--- config.mk ---
export PLATFORM = sky130hd
export DESIGN_NAME = gpio_param_subunit
export DESIGN_NICKNAME = d
export VERILOG_FILES = /design/src/rtl/gpio_param_subunit.sv
export SDC_FILE = /design/constraint.sdc
export NUM_CORES = 1
export LEC_CHECK = 0
export BUFFER_PORTS_ARGS = -buffer_cell sky130_fd_sc_hd__buf_2
export CORE_MARGIN = 4
export CORE_UTILIZATION = 60
export CTS_BUF_LIST = sky130_fd_sc_hd__clkbuf_8
export DETAILED_ROUTE_END_ITERATION = 6
export PLACE_DENSITY = 0.93
export SLEW_MARGIN = 20
export SYNTH_ARGS = -nofsm -noshare
export SYNTH_HDL_FRONTEND = slang
export SYNTH_SLANG_ARGS = --single-unit
export TNS_END_PERCENT = 30
--- constraint.sdc ---
create_clock -name pclk -period 1.5 [get_ports pclk]
set_input_delay 0 -clock pclk [delete_from_list [all_inputs] [get_ports pclk]]
set_output_delay 0 -clock pclk [all_outputs]
set_load 0.01 [all_outputs]
--- src/rtl/gpio_param_subunit.sv ---
// rtl/gpio_param_subunit.sv - Parametrised APB-side GPIO subunit with per-pin interrupt modes
// Optional per-pin input debounce filter is built when GPIO_DEBOUNCE_EN is defined.
module gpio_param_subunit #(
  parameter int GPIO_W = 16,
  parameter int ADDR_W = 6,
  parameter int DB_W   = 8
) (
  input  logic              pclk,
  input  logic              n_reset,
  input  logic              read,
  input  logic              write,
  input  logic [ADDR_W-1:0] addr,
  input  logic [GPIO_W-1:0] wdata,
  input  logic [GPIO_W-1:0] pin_in,
  input  logic [GPIO_W-1:0] tri_state_enable,
  output logic [GPIO_W-1:0] rdata,
  output logic [GPIO_W-1:0] pin_out,
  output logic [GPIO_W-1:0] pin_oe_n,
  output logic [GPIO_W-1:0] interrupt,
  output logic              irq
);

  localparam logic [ADDR_W-1:0] A_DIR  = ADDR_W'(8'h04);
  localparam logic [ADDR_W-1:0] A_OE   = ADDR_W'(8'h08);
  localparam logic [ADDR_W-1:0] A_OUT  = ADDR_W'(8'h0C);
  localparam logic [ADDR_W-1:0] A_IN   = ADDR_W'(8'h10);
  localparam logic [ADDR_W-1:0] A_MASK = ADDR_W'(8'h14);
  localparam logic [ADDR_W-1:0] A_TYPE = ADDR_W'(8'h18);
  localparam logic [ADDR_W-1:0] A_POL  = ADDR_W'(8'h1C);
  localparam logic [ADDR_W-1:0] A_BOTH = ADDR_W'(8'h20);
  localparam logic [ADDR_W-1:0] A_STAT = ADDR_W'(8'h24);
  localparam logic [ADDR_W-1:0] A_DB   = ADDR_W'(8'h28);

  logic [GPIO_W-1:0] dir, oe, out_val, int_mask, int_type, int_pol, int_both, int_status;
  logic [GPIO_W-1:0] sync1, sync2, in_val, in_prev;
  logic [GPIO_W-1:0] w1c_mask, rise, fall, edge_ev, lvl_ev, pin_event;
  logic [GPIO_W-1:0] rd_mux;
  logic [DB_W-1:0]   db_cfg;

  assign w1c_mask = (write && addr == A_STAT) ? wdata : '0;

  assign rise      = in_val & ~in_prev;
  assign fall      = ~in_val & in_prev;
  assign edge_ev   = (int_both & (rise | fall)) | (~int_both & ((int_pol & rise) | (~int_pol & fall)));
  assign lvl_ev    = (int_pol & in_val) | (~int_pol & ~in_val);
  assign pin_event = dir & ((int_type & lvl_ev) | (~int_type & edge_ev));

  always_ff @(posedge pclk or negedge n_reset) begin
    if (!n_reset) begin
      dir        <= '0;
      oe         <= '0;
      out_val    <= '0;
      int_mask   <= '0;
      int_type   <= '0;
      int_pol    <= '0;
      int_both   <= '0;
      int_status <= '0;
    end else begin
      if (write) begin
        case (addr)
          A_DIR:   dir      <= wdata;
          A_OE:    oe       <= wdata;
          A_OUT:   out_val  <= wdata;
          A_MASK:  int_mask <= wdata;
          A_TYPE:  int_type <= wdata;
          A_POL:   int_pol  <= wdata;
          A_BOTH:  int_both <= wdata;
          default: ;
        endcase
      end
      // A new event outranks a W1C landing in the same cycle.
      int_status <= (int_status & ~w1c_mask) | pin_event;
    end
  end

  always_ff @(posedge pclk or negedge n_reset) begin
    if (!n_reset) begin
      sync1   <= '0;
      sync2   <= '0;
      in_prev <= '0;
    end else begin
      sync1   <= pin_in;
      sync2   <= sync1;
      in_prev <= in_val;
    end
  end

`ifdef GPIO_DEBOUNCE_EN
  logic [DB_W-1:0] db_cnt [GPIO_W];

  always_ff @(posedge pclk or negedge n_reset) begin
    if (!n_reset) begin
      db_cfg <= '0;
    end else if (write && addr == A_DB) begin
      db_cfg <= DB_W'(wdata);
    end
  end

  // db_cnt counts consecutive cycles where sync2 disagrees with in_val.
  always_ff @(posedge pclk or negedge n_reset) begin
    if (!n_reset) begin
      in_val <= '0;
      for (int i = 0; i < GPIO_W; i++) db_cnt[i] <= '0;
    end else begin
      for (int i = 0; i < GPIO_W; i++) begin
        if (db_cfg == '0) begin
          in_val[i] <= sync2[i];
          db_cnt[i] <= '0;
        end else if (sync2[i] == in_val[i]) begin
          db_cnt[i] <= '0;
        end else if (({1'b0, db_cnt[i]} + (DB_W+1)'(1)) >= {1'b0, db_cfg}) begin
          in_val[i] <= sync2[i];
          db_cnt[i] <= '0;
        end else if (db_cnt[i] != '1) begin
          db_cnt[i] <= db_cnt[i] + DB_W'(1);
        end
      end
    end
  end
`else
  assign db_cfg = '0;

  always_ff @(posedge pclk or negedge n_reset) begin
    if (!n_reset) begin
      in_val <= '0;
    end else begin
      in_val <= sync2;
    end
  end
`endif

  always_comb begin
    rd_mux = '0;
    case (addr)
      A_DIR:   rd_mux = dir;
      A_OE:    rd_mux = oe;
      A_OUT:   rd_mux = out_val;
      A_IN:    rd_mux = in_val;
      A_MASK:  rd_mux = int_mask;
      A_TYPE:  rd_mux = int_type;
      A_POL:   rd_mux = int_pol;
      A_BOTH:  rd_mux = int_both;
      A_STAT:  rd_mux = int_status;
      A_DB:    rd_mux = GPIO_W'(db_cfg);
      default: rd_mux = '0;
    endcase
  end

  always_ff @(posedge pclk or negedge n_reset) begin
    if (!n_reset) begin
      rdata <= '0;
    end else begin
      rdata <= read ? rd_mux : '0;
    end
  end

  assign pin_out   = out_val;
  assign pin_oe_n  = ~(oe & ~dir) | tri_state_enable;
  assign interrupt = int_status & int_mask;
  assign irq       = |interrupt;

endmodule

==> results of run 1 <==
==> final cells by class <==
cell class | count | share of cell area [%]
clock inverters | 17 | 0.843
clock buffers | 42 | 4.69
multi-input cells | 496 | 34.5
diodes | 1 | 0.0203
flip-flops and latches | 208 | 42.3
inverters | 32 | 0.975
repair buffers | 244 | 14.6
well taps | 211 | 2.14
==> power groups by stage <==
| stage | registers (W) | clock network, W | logic (W) |
|---|---|---|---|
| finish | 0.00711 | 0.00514 | 0.00320 |
| global route | 0.00715 | 0.00537 | 0.00333 |
| CTS | 0.00696 | 0.00503 | 0.00269 |
| detailed placement | 0.00702 | 0 | 0.00238 |
| global placement | 0.00696 | 0 | 0.00226 |
| floorplan | 0.00686 | 0 | 0.00137 |
==> cell usage after synthesis (2+ instances only) <==
master	number	area [sq um]
or4_1	2	15.0
mux2_2	118	1330
xnor2_1	16	140
nor2_1	5	18.8
nor4_1	2	12.5
nand3_2	3	30.0
a22o_1	17	149
buf_4	3	22.5
mux2i_1	31	310
buf_6	3	33.8
nor3_1	17	85.1
or3b_2	16	140
a31oi_1	16	100
buf_1	3	11.3
inv_1	32	120
o21ai_0	49	245
a22oi_1	16	120
nand4_1	2	12.5
clkbuf_1	10	37.5
o2bb2ai_1	14	123
dfrtp_1	208	5200
mux2_4	10	150
and2_1	18	113
nor2b_1	2	12.5
and3_1	3	18.8
ha_1	32	400
nand2_1	78	293
a21oi_1	16	80.1
buf_2	14	70.1
==> how the worst min path moves through the flow <==
stage,startpoint,end,slack (ps),cells past startpoint
2_1_floorplan,n_reset,dir[0],-300,0
3_5_place_dp,n_reset,sync1[2],10,1
3_3_place_gp,n_reset,sync1[2],3,1
5_1_grt,n_reset,int_status[4],70,2
4_1_cts,n_reset,int_status[4],3,2
6_report,n_reset,int_pol[3],20,2
==> critical path, stage by stage (launching register included) <==
cell     delay [ps]
dfrtp_1         400
and2_4          180
or4_4           550
nor4_4          170
buf_4           200
nand4_1          80
buf_2           150
==> metal layers <==
layer  up-vias  part of all wire, %  global-route usage, %
met2       951                   44                   55.9
met1      4008                   32                   42.5
met5         -                    0                      0
met3       392                   13                   9.60
met4         0                   10                   23.8
li1       3233                    -                      -
==> timing repair <==
action,in CTS,in global routing
buffers inserted,8,12
pin swaps,10,21
hold endpoints to repair,368,0
hold buffers,34,0
setup endpoints to repair,27,31
gates resized for setup,51,72
==> per-stage QoR <==
step	power, W	std cells	util (%)	instance area, sq um	setup WS (ps)
after global placement	0.00922	1137	70.6	10800	-122
final	0.0155	1251	80.2	12300	-762
after floorplan	0.00822	770	-	9540	2.48
after global routing	0.0158	1251	80.2	12300	-783
after CTS	0.0147	1238	78.5	12100	-727
after detailed placement	0.00940	1137	70.6	10800	-189
==> cells by family (layout without fill, tap and decap cells) <==
logic type      after synthesis  count (layout)
flops                       208             208
simple gates                160             160
mux                         159             159
compound gates              129             129
buf+inv                      66             335
fa+ha+maj                    32              32
xor+xnor                     16              16
other cells                   0               1
==> out/results.txt, run 1 <==
outcome - finished, violations left
failing checks - design-rule violations, negative setup slack
ys flop type - dfrtp_1
worst-case reg-to-reg path depth - 6
Remaining Overflow, GRT - 0
net count after synthesis - 860
multiplexer share of the synthesized area - 18.8%
footprint of the multi-input gates - 4250 sq um
CP arrival - 2260 ps
Final nets - 1107
Adder-Cell Fraction of Synth Area - 4.20%
worst setup path startpoint - int_mask[3]
WL final - 35400 um
asr flop ratio synth - 100%
EDFF count, synth - 0
combinational share of power - 20.7%
vias in the first global route - 8667
Cell Pwr Density - 1250 nW/um^2
startpoint types - register
CORE AREA - 15400 sq um
setup ws final - -762 ps
Final min period - 2260 ps
largest family of logic cells by synthesized area - multiplexers
vias - 8584
largest net degree at the start of global routing - 56
Worst R2R Setup Slack - -110 ps
first-pass GRT wire length - 48900 um
fillers - 754
Worst Setup End Kind - output port
die height - 134 um
Final TNS setup - -1380 ps
XOR/XNOR share of the synthesized area - 1.47%
IO Port Bufs - 122
worst endpoint required time - 1500 ps
Clock Skew - 41.0 ps
clk_lat worst skew - 550 ps
clk slew on worst S/H paths - 60 ps
GPL Wtd Cong - 0.875
wire length per cell - 28.3 um
CTS buffer count - 35
R2R Path End - int_status[12]
number of synthesized register bits - 208
Avg Inst Size Synth - 12.4 sq um
Seq pwr share - 46.0%
FP Rows - 45
Synth cell types - 43
DRC - 12
final-report setup violation count - 16
complex-gate fraction of the synthesized area - 8.66%
initial antenna violation count - 1
sequential cell area - 5210 sq um
worst hold path class - input port to async pin
chip width - 134 um
Pleak - 6.01 nW
simple logic cell fraction of the synthesized area - 9.20%
CTS Root Cell - clkbuf_8
internal power - 0.0106 W
worst r2r src - in_prev[12]
fraction of layout cells with a size suffix above 1 - 44.6%
post-route ant nets - 0
max_cap viols - 0
minimum hold slack - 23.1 ps
Sink Count - 208
TritonCTS clock tree - yes
normalized max-slew margin - 63.4%
sequential fraction of the synthesis area - 54.6%
most common cell after layout, fill and taps aside - dfrtp_1
highest-count cells in the layout ignoring fill and taps - dfrtp_1 (203), mux2_2 (114), buf_2 (107), buf_4 (81), nand2_1 (78)
Slew @ Worst Pin - 546 ps
# H-tree levels - 2
highest clock rate - 0.442 GHz
die area - 18000 sq um
Fin. Hold Viols - 0
synth warn - 0
Clk network pwr share - 33.3%
Slew Limit Fails - 0
VDD IR max - 0.835 mV
Mapped Cells - 770
initial core utilization - 62.1%
GRT Total Usage - 35.3%
vias per cell - 6.86
Layout area overhead - 29.2%
switching portion of total power - 31.2%
switching pwr - 0.00482 W
DR iter-0 viols - 1546
period utilization - 151%
1st-pass router iterations - 7
Max Fanout on Critical Path - 2
worst setup path category - register to output port
detailed placement HPWL - 17100 um
Bufs on Longest Clock Path - 3
post-synthesis instance area - 9540 sq um
I/O pins - 123
CP Capture Point - irq
unrepaired setup endpoints after global routing - yes
No activity file was read; power rests on OpenSTA's default activity.
==> run 2, diff against run 1 <==
--- a/config.mk
+++ b/config.mk
@@ -5,7 +5,8 @@
 export SDC_FILE = /design/constraint.sdc
 export NUM_CORES = 1
 export LEC_CHECK = 0
-export BUFFER_PORTS_ARGS = -buffer_cell sky130_fd_sc_hd__buf_2
+export BUFFER_PORTS_ARGS = -buffer_cell sky130_fd_sc_hd__buf_4
+export CORE_ASPECT_RATIO = 1.75
 export CORE_MARGIN = 4
 export CORE_UTILIZATION = 60
 export CTS_BUF_LIST = sky130_fd_sc_hd__clkbuf_8
==> run 2 against run 1 <==
  * The run ends with negative setup slack left
  * Cell count decreased by 1.4%
  * Combinational power about the same
  * Count of clock-buffer cells in the layout is 7 lower
  * Via count decreased by 5.0%
  * Clock skew down 26 ps
  * Clock power decreased by 13%
  * Critical endpoint unchanged
  * Largest cell class unchanged
  * Highest routed layer is now met5
==> out/results.txt, run 2 (synthesis results as in run 1) <==
Max Fanout on Critical Path - 2
Slew Limit Fails - 0
GRT Total Usage - 32.6%
Finished Layout Cells - 1233
startpoint types - register
1st-pass router iterations - 5
Post-DP Area - 11200 sq um
worst hold path class - input port to register
initial antenna violation count - 1
R2R Path End - int_status[6]
die height - 175 um
CTS buffer count - 29
Fin. Hold Viols - 0
detailed placement HPWL - 17700 um
highest-count cells in the layout ignoring fill and taps - dfrtp_1 (202), buf_4 (195), mux2_2 (109), nand2_1 (78), dlygate4sd3_1 (40)
Final min period - 2250 ps
die area - 18100 sq um
DRC - 0
Cell Pwr Density - 1160 nW/um^2
wire length per cell - 26.9 um
worst endpoint required time - 1500 ps
failing checks - negative setup slack
CTS Root Cell - clkbuf_8
Worst Setup End Kind - output port
initial core utilization - 61.7%
CP arrival - 2250 ps
fraction of layout cells with a size suffix above 1 - 45.7%
DP Cell Count - 1120
GRT busiest layer - met2
Power Total - 0.0148 W
TritonCTS clock tree - yes
Remaining Overflow, GRT - 0
Bufs on Longest Clock Path - 3
hold_sp - write
clk_lat worst skew - 550 ps
Slew @ Worst Pin - 505 ps
Worst R2R Setup Slack - -180 ps
first-pass GRT wire length - 45000 um
post-route ant nets - 0
worst r2r src - in_val[6]
vias per cell - 6.61
# H-tree levels - 1
clk slew on worst S/H paths - 70 ps
Clock Skew - 14.7 ps
worst setup path category - register to output port
Final nets - 1120
Min-Delay Endpoint - dir[1]
Hold Path Cell Cnt - 4
Layout area overhead - 33.4%
period utilization - 150%
highest clock rate - 0.445 GHz
WL final - 33200 um
Sink Count - 208
outcome - finished, violations left
CORE AREA - 15500 sq um
IO Port Bufs - 122
met1 usage - 36.3%
unrepaired setup endpoints after global routing - yes
setup ws final - -748 ps
vias - 8153
most common cell after layout, fill and taps aside - dfrtp_1
FP Rows - 60
pre-CTS setup slack - -192 ps
VDD IR max - 0.807 mV
largest net degree at the start of global routing - 53
Final TNS setup - -1810 ps
met3 Use GR - 7.59%
I/O pins - 123
final-report setup violation count - 38
final non-filler cell area - 12700 sq um
grt met2 use - 53.9%
footprint of the multi-input gates - 4330 sq um
vias in the first global route - 8536
chip width - 103 um
fillers - 724
GPL Wtd Cong - 0.879
max_cap viols - 0
DR iter-0 viols - 712
normalized max-slew margin - 66.1%
worst-case reg-to-reg path depth - 5
sequential cell area - 5210 sq um
Pleak - 6.12 nW
# diodes - 0
## run 2: cell types whose count changed in the layout (fill, tap and decap cells not counted), sizes merged
cell,before,now
buf,209,222
clkinv,2,4
clkbuf,43,36
dlygate4sd3,34,40
clkinvlp,1,0
inv,45,40
diode,1,0
## run 2: worst max-delay path by stage
stage / start / slack (ps) / cells after the start / endpoint
after CTS: int_status[2] / -700 / 6 / irq
after detailed placement: int_mask[2] / -190 / 6 / irq
after floorplan: addr[4] / 2 / 8 / int_type[10]
after global routing: int_mask[2] / -790 / 6 / irq
final: int_mask[2] / -750 / 6 / irq
after global placement: int_mask[2] / -110 / 6 / irq
## run 2: repair_timing
action                     CTS  global route
setup endpoints to repair   32            45
setup buffers                8            17
hold endpoints to repair   368             0
resized for setup           73            71
pin swaps                   13            35
hold buffers                40             0
## run 2: where the power goes
group	total [W]	leakage [nW]	internal, W	switching (W)
registers	0.00706	2.62	0.00632	0.000740
logic	0.00323	3.18	0.00176	0.00147
clock network	0.00448	0.324	0.00227	0.00221
## run 2: per-stage QoR
stage	hold WS (ps)	util [%]
after floorplan	-296	-
after global placement	-19.4	72.4
after detailed placement	-9.13	72.4
after CTS	32.1	80.1
after global routing	53.5	82.2
final	43.7	82.2
## run 2: area by class of cell
class,count,share of cell area (%)
clock buffers,35,3.79
clock inverters,13,0.659
inverters,32,0.944
multi-input cells,496,34.0
flip-flops and latches,208,41.0
well taps,186,1.83
repair buffers,263,17.8
## run 2: routing by layer
layer	vias up	wire length, um
met1	3953	10800
met5	-	19
met3	252	3430
met2	698	16000
li1	3248	-
met4	2	2910
## run 2: critical path, stage by stage (launching register included)
cell and delay (ps):
dfrtp_1 410, and2_4 180, or4_4 540, nor4_4 140, buf_4 170, nand4_1 100
buf_4 170
==> run 3, diff against run 2 <==
--- a/config.mk
+++ b/config.mk
@@ -8,10 +8,10 @@
 export BUFFER_PORTS_ARGS = -buffer_cell sky130_fd_sc_hd__buf_4
 export CORE_ASPECT_RATIO = 1.75
 export CORE_MARGIN = 4
-export CORE_UTILIZATION = 60
-export CTS_BUF_LIST = sky130_fd_sc_hd__clkbuf_8
+export CORE_UTILIZATION = 44
+export CTS_BUF_LIST = sky130_fd_sc_hd__clkbuf_2
 export DETAILED_ROUTE_END_ITERATION = 6
-export PLACE_DENSITY = 0.93
+export PLACE_DENSITY = 0.77
 export SLEW_MARGIN = 20
 export SYNTH_ARGS = -nofsm -noshare
 export SYNTH_HDL_FRONTEND = slang
==> constraint.sdc (replaced) <==
create_clock -name pclk -period 2 [get_ports pclk]
set_input_delay 0 -clock pclk [delete_from_list [all_inputs] [get_ports pclk]]
set_output_delay 0 -clock pclk [all_outputs]
set_load 0.01 [all_outputs]
==> run 3 against run 2 <==
  * The flow still finishes with violations (negative setup slack)
  * Worst hold slack got worse by 28 ps
  * Sequential share of layout area increased by 2.1 points
  * Clock skew increased by 7.6 ps
  * Cell count increased by 8.5%
  * Utilization decreased by 26 points
  * Critical endpoint unchanged
  * Largest cell class unchanged
  * Highest routed layer is now met4
==> out/results.txt, run 3 (synthesis results as in run 1) <==
DRC - 0
clk_lat worst skew - 770 ps
VDD IR max - 0.369 mV
failing checks - negative setup slack
Post-DP Area - 10900 sq um
post-route ant nets - 0
setup ws final - -429 ps
Layout area overhead - 26.7%
pre-CTS setup slack - 331 ps
GRT Total Usage - 21.3%
Bufs on Longest Clock Path - 3
period utilization - 121%
largest net degree at the start of global routing - 65
Clock Skew - 22.3 ps
clk slew on worst S/H paths - 110 ps
initial antenna violation count - 1
WL final - 25300 um
Worst Setup End Kind - output port
first-pass GRT wire length - 40700 um
Max Fanout on Critical Path - 3
CTS Root Cell - clkbuf_2
CORE AREA - 21400 sq um
startpoint types - register
initial core utilization - 44.6%
Cell Pwr Density - 791 nW/um^2
DP Cell Count - 1183
Pleak - 5.82 nW
vias - 7171
unrepaired setup endpoints after global routing - yes
fillers - 1802
GPL Wtd Cong - 0.857
Slew Limit Fails - 0
vias per cell - 5.36
# H-tree levels - 2
worst setup path category - register to output port
Sink Count - 208
Slew @ Worst Pin - 587 ps
Finished Layout Cells - 1338
detailed placement HPWL - 17300 um
fraction of layout cells with a size suffix above 1 - 36.7%
CP arrival - 2430 ps
1st-pass router iterations - 5
worst endpoint required time - 2000 ps
Remaining Overflow, GRT - 0
worst hold path class - input port to register
Fin. Hold Viols - 0
most common cell after layout, fill and taps aside - dfrtp_1
final-report setup violation count - 4
highest clock rate - 0.412 GHz
Final min period - 2430 ps
CTS buffer count - 46
max_cap viols - 0
vias in the first global route - 7915
DR iter-0 viols - 433
final non-filler cell area - 12100 sq um
die area - 24200 sq um
wire length per cell - 18.9 um
normalized max-slew margin - 60.9%
FP Rows - 71
I/O pins - 123
die height - 203 um
highest-count cells in the layout ignoring fill and taps - dfrtp_1 (208), buf_4 (153), mux2_2 (118), nand2_1 (78), dlygate4sd3_1 (70)
TritonCTS clock tree - yes
IO Port Bufs - 122
Final nets - 1104
outcome - finished, violations left
chip width - 119 um
Power Total - 0.00956 W
Final TNS setup - -511 ps
[run 3: cell count changes in the layout (fill, tap and decap cells not counted), sizes merged]
cell          before  now
dlymetal6s2s       0    1
inv               40   33
clkinv             4   14
buf              222  158
diode              0    1
dlygate4sd3       40   70
bufinv             1    0
clkbuf            36   65
[run 3: worst max-delay path, stage by stage (launching register included)]
cell and delay [ps]:
dfrtp_1 420, and2_4 150, or4_1 500, nor4_1 180
buf_4 180, nand4_1 70, buf_4 150
[run 3: repair_timing]
item                       4_1_cts  5_1_grt
pin swaps                        0        0
setup endpoints to repair        1       23
hold buffers                    69        5
hold endpoints to repair       368       33
gates resized for setup          1        8
buffers inserted                 0        4
[run 3: path summary, 6_finish.rpt]
path | slack, ps | endpoint | depth (start not counted) | from
hold / removal | 20 | rdata[12] | 5 | addr[5]
setup / recovery | -430 | irq | 6 | int_status[3]
min in group asynchronous | 330 | pin_out[11] | 3 | n_reset
setup reg to reg | 370 | int_status[6] | 6 | in_val[6]
max in group asynchronous | 980 | sync1[12] | 4 | n_reset
hold reg to reg | 350 | sync2[12] | 0 | sync1[12]
[run 3: cell type report]
cell class	count	area (sq um)	area share, %
multi-input cells	496	4050	33.5
clock inverters	15	58.8	0.487
clock buffers	64	320	2.65
flip-flops and latches	208	5200	43.1
repair buffers	230	1960	16.2
well taps	292	365	3.02
inverters	32	120	0.994
diodes	1	2.50	0.0207
[run 3: per-stage QoR]
step	util [%]	hold WS, ps
floorplan	-	-296
global placement	51.1	36.0
detailed placement	51.1	44.5
CTS	56.1	2.22
global route	56.4	25.5
finish	56.4	16.1
[run 3: layer usage]
| layer | GRT usage [%] | vias up | wire (um) |
|---|---|---|---|
| met3 | 4.07 | 85 | 1560 |
| met2 | 36.1 | 291 | 12600 |
| li1 | - | 3244 | - |
| met5 | 0 | - | 0 |
| met1 | 25.4 | 3551 | 9880 |
| met4 | 11.8 | 0 | 1300 |
[run 3: power by group]
part	switching, W	leakage (nW)	total (W)	internal (W)
Clock	0.00160	0.297	0.00246	0.000858
Sequential	0.000482	2.63	0.00521	0.00473
Combinational	0.000799	2.90	0.00188	0.00108
